<file path="src/rtl/dmem_arbiter.sv">
// Data-memory arbiter: the MEM stage (P) gets a zero-latency pass-through, while the debug/loader
// port (D) takes idle cycles or is forced in after STARVE_LIMIT consecutive denied cycles.
module dmem_arbiter #(
    parameter int unsigned STARVE_LIMIT = 4
) (
    input  logic        i_clk,
    input  logic        i_reset,
    input  logic        i_p_re,
    input  logic        i_p_we,
    input  logic [63:0] i_p_addr,
    input  logic [63:0] i_p_wdata,
    output logic [63:0] o_p_rdata,
    output logic        o_p_stall,
    input  logic        i_d_req,
    input  logic        i_d_we,
    input  logic [63:0] i_d_addr,
    input  logic [63:0] i_d_wdata,
    output logic [63:0] o_d_rdata,
    output logic        o_d_ack,
    output logic        o_mem_write,
    output logic        o_mem_read,
    output logic [63:0] o_mem_addr,
    output logic [63:0] o_write_data,
    input  logic [63:0] i_data_out
);

    localparam int unsigned CntW = $clog2(STARVE_LIMIT + 1);
    localparam logic [CntW-1:0] CntMax = CntW'(STARVE_LIMIT);
    localparam logic [CntW-1:0] CntOne = CntW'(1);

    typedef enum logic [1:0] {StIdle, StWait, StAck} state_e;

    state_e          r_state;
    state_e          w_state_nxt;
    logic [CntW-1:0] r_cnt;
    logic [CntW-1:0] w_cnt_nxt;
    logic [63:0]     r_d_rdata;
    logic            w_p_act;
    logic            w_d_serve;
    logic            w_mem_we;

    assign w_p_act = i_p_re | i_p_we;

    always_ff @(posedge i_clk or posedge i_reset) begin
        if (i_reset) begin
            r_state   <= StIdle;
            r_cnt     <= '0;
            r_d_rdata <= '0;
        end else begin
            r_state <= w_state_nxt;
            r_cnt   <= w_cnt_nxt;
            if (w_d_serve && !i_d_we) begin
                r_d_rdata <= i_data_out;
            end
        end
    end

    always_comb begin
        w_state_nxt = r_state;
        w_cnt_nxt   = r_cnt;
        case (r_state)
            StIdle: begin
                if (i_d_req) begin
                    if (w_d_serve) begin
                        w_state_nxt = StAck;
                    end else begin
                        w_cnt_nxt   = CntOne;
                        w_state_nxt = StWait;
                    end
                end
            end
            StWait: begin
                if (!i_d_req) begin
                    w_cnt_nxt   = '0;
                    w_state_nxt = StIdle;
                end else if (w_d_serve) begin
                    w_cnt_nxt   = '0;
                    w_state_nxt = StAck;
                end else begin
                    w_cnt_nxt = r_cnt + CntOne;
                end
            end
            StAck: begin
                w_state_nxt = StIdle;
            end
            default: begin
                w_cnt_nxt   = '0;
                w_state_nxt = StIdle;
            end
        endcase
    end

    always_comb begin
        w_d_serve    = 1'b0;
        w_mem_we     = 1'b0;
        o_mem_read   = 1'b0;
        o_mem_addr   = '0;
        o_write_data = '0;
        o_p_rdata    = '0;
        case (r_state)
            StIdle:  w_d_serve = i_d_req & ~w_p_act;
            StWait:  w_d_serve = i_d_req & (~w_p_act | (r_cnt == CntMax));
            default: w_d_serve = 1'b0;
        endcase
        if (w_d_serve) begin
            w_mem_we     = i_d_we;
            o_mem_read   = ~i_d_we;
            o_mem_addr   = i_d_addr;
            o_write_data = i_d_wdata;
        end else if (w_p_act) begin
            w_mem_we     = i_p_we;
            o_mem_read   = i_p_re;
            o_mem_addr   = i_p_addr;
            o_write_data = i_p_wdata;
            if (i_p_re) begin
                o_p_rdata = i_data_out;
            end
        end
        // No write may reach the array while reset is held, even if inputs are active.
        o_mem_write = w_mem_we & ~i_reset;
        o_p_stall   = w_p_act & w_d_serve;
        o_d_ack     = (r_state == StAck);
        o_d_rdata   = r_d_rdata;
    end

endmodule

</file>
<file path="config.mk">
export PLATFORM = sky130hd
export DESIGN_NAME = dmem_arbiter
export DESIGN_NICKNAME = d
export VERILOG_FILES = /design/src/rtl/dmem_arbiter.sv
export SDC_FILE = /design/constraint.sdc
export NUM_CORES = 1
export LEC_CHECK = 0
export CAP_MARGIN = 20
export CORE_AREA = 2 2 226 228
export CTS_BUF_LIST = sky130_fd_sc_hd__clkbuf_8
export CTS_CLUSTER_DIAMETER = 30
export DETAILED_ROUTE_END_ITERATION = 6
export DIE_AREA = 0 0 228 230
export GPL_TIMING_DRIVEN = 0
export HOLD_SLACK_MARGIN = 0.12
export PLACE_DENSITY_LB_ADDON = 0.3
export SLEW_MARGIN = 15
export SYNTH_ARGS = -nofsm -noshare
export SYNTH_HDL_FRONTEND = slang
export SYNTH_SLANG_ARGS = --single-unit
</file>
<file path="constraint.sdc">
create_clock -name i_clk -period 2.5 [get_ports i_clk]
set_clock_uncertainty 0.1 [all_clocks]
set_input_delay 0.5 -clock i_clk [delete_from_list [all_inputs] [get_ports i_clk]]
set_output_delay 0.5 -clock i_clk [all_outputs]
set_load 0.02 [all_outputs]
</file>
==> out/qor.csv <==
metric,value,unit
run_status,"finished, violations left",
violations,negative setup slack,
yosys.area.top_type,dfrtp_1,
antenna_left,0,
fill_cells,5378,
track_usage,0.1264,
drive_gt1_frac,0.4189,
grt_pass1_vias,6431,
timing.hold.ws,356.0,ps
final_core_utilization,0.2619,
grt_overflow,0,
n_antenna_cell,0,
ys_ff_latch,69,
syn_nets,736,
cts_tree,done,
port_buffers,585,
ctsHoldBuffers,0,
drv_slew,0,
critPathMaxFanout,6,
fin_crit_sh,1.120,
ys_top_cells_by_area,"dfrtp_1, a22o_1, mux2_2",
hold_path.class,in2async,
std_cell_rows,82,
place_congestion,0.9967,
dp_hpwl,29590,um
grt_setup_unrepaired,yes,
critical_path_class,reg2out,
ys_seq_area_frac,0.3892,
yosysWarnings,0,
fmax,357.1,MHz
seq_area,1727,sq um
drt-initial-drc-count,337,
p_leak,5.678,nW
clk_root_buffer_cell,clkbuf_8,
ys_types,27,
cts.sinks,69,
finalSetupViolCount,187,
fin_crit,2800,ps
die_w,228,um
drc,0,
cap_violations,0,
layout.nets,1372,
crit_path_end_kind,output pin,
die_h,230,um
final_cell_mix,"clkdlybuf4s50_1, buf_6, a22o_1, dfrtp_1, mux2_2",
crit_arrival,2200,ps
place_ws,-2389,ps
coreArea,49860,sq um
yosysTopAreaCellShare,0.3892,
layout_commonest_cell,clkdlybuf4s50_1,
avgSynthCellArea,10.87,sq um
grt_max_degree,52,
finalWirelength,37110,um
clk_pin_slew,80,ps
vias,6285,
worstPathRequired,1900,ps
ir_drop,0.1782,mV
final_area,13060,sq um
vias_per_cell,3.654,
power_density,425.5,nW/um^2
synth-edff-count,0,
cts_inserted_buffers,9,
syn_inst,408,
area_delta_synth_final,194.4,%
hold_viol,0,
die_area,52440,sq um
multi_input_area,3008,sq um
clock_path_buffers,2,
worst_pin_slew,663.4,ps
clk_latency,370,ps
antenna_found_initial,3,
setup_ws,-300.5,ps
dr.pass1.iters,4,
setup_tns,-34590,ps
htreeDepth,3,
startpoint_type,register,
ioPinCount,586,
ys_async_sr_fraction,1.000,
dominantRegCellSynth,dfrtp_1,
placed_cell_area,11160,sq um
synth_area,4437,sq um
start_util,0.08898,
post_drt_wl_per_cell,21.57,um
grt_pass1_wl,47940,um
relSlewSlack,0.5577,
==> layer usage <==
metal / share of wire / global-route usage / up-vias / wire (um)
li1: - / - / 2887 / -
met4: 0.014 / 0.02185 / 2 / 517
met2: 0.48 / 0.2154 / 337 / 17700
met5: 0.00043 / 0 / - / 16
met1: 0.42 / 0.1577 / 3021 / 15690
met3: 0.086 / 0.03968 / 38 / 3190
==> per-stage QoR <==
stage | power, mW | instances
floorplan | 2.622 | 408
global placement | 4.343 | 1665
detailed placement | 4.356 | 1666
CTS | 5.300 | 1693
global route | 5.824 | 1720
finish | 5.557 | 1720
==> worst paths after layout <==
check | cells after the start | endpoint | startpoint | slack [ps]
min in group i_clk | 1 | o_d_rdata[39] | o_d_rdata[39] | 390
worst max-delay path | 9 | o_write_data[16] | r_cnt[0] | -300
max in group asynchronous | 3 | o_d_rdata[54] | i_reset | 1350
worst min-delay path | 2 | r_state[0] | i_reset | 360
worst max register to register | 4 | o_d_rdata[45] | r_state[1] | 250
worst min register to register | 1 | o_d_rdata[39] | o_d_rdata[39] | 390
==> where the power goes <==
part	switching, mW	leakage, nW	internal (mW)	total, mW
sequential	0.128	0.833	1.36	1.49
clock	0.471	0.103	0.478	0.948
combinational	1.38	4.74	1.74	3.12
total	1.98	5.68	3.58	5.56
==> cells in the mapped netlist, types with 2 or more instances <==
master and instances:
nand2_1 2, ha_1 2, clkbuf_1 26, o21ai_0 2
nor2b_1 2, nor2_1 2, a21oi_1 4, dfrtp_1 69
buf_6 6, a22o_1 128, mux2_2 59, mux2_1 5
buf_2 15, and3_1 65, inv_1 6, nand3_1 2
o211ai_1 3
==> layout make-up <==
| cell class | instances | share of cell area |
|---|---|---|
| Clock inverter | 5 | 0.004024 |
| Inverter | 6 | 0.001916 |
| Clock buffer | 10 | 0.01054 |
| Timing Repair Buffer | 625 | 0.5029 |
| Buffer | 48 | 0.05375 |
| Multi-Input combinational cell | 285 | 0.2303 |
| Sequential cell | 69 | 0.1322 |
| Tap cell | 672 | 0.06438 |
==> sequential cells by signal (all words and copies together), names as in the netlist <==
signal,count
r_cnt,3
r_state,2
o_d_rdata,64
==> what timing repair did <==
| item | CTS | global route |
|---|---|---|
| gates cloned | 4 | 16 |
| pin swaps | 14 | 68 |
| endpoints found under the setup margin | 255 | 195 |
| setup buffers | 9 | 12 |
| resized for setup | 862 | 519 |
==> worst max-delay path, cell delays in order, from the launching register on <==
cell and delay, ps:
dfrtp_1 390, inv_2 80, ha_4 160, and3_4 220, a21oi_4 60, buf_12 160, clkbuf_16 180, clkbuf_16 180
a22o_4 240, buf_6 130
==> cell families (layout without fill, tap and decap cells) <==
logic type      after synthesis  count (layout)  synth area share
flops                        69              69            0.3892
simple gates                 77              77            0.1069
mux                          65              65            0.1647
xor+xnor                      1               1          0.001974
buf+inv                      54             694           0.06006
compound gates              140             140            0.2716
fa+ha+maj                     2               2          0.005639
Note: power is estimated with default switching activity, not from simulation.
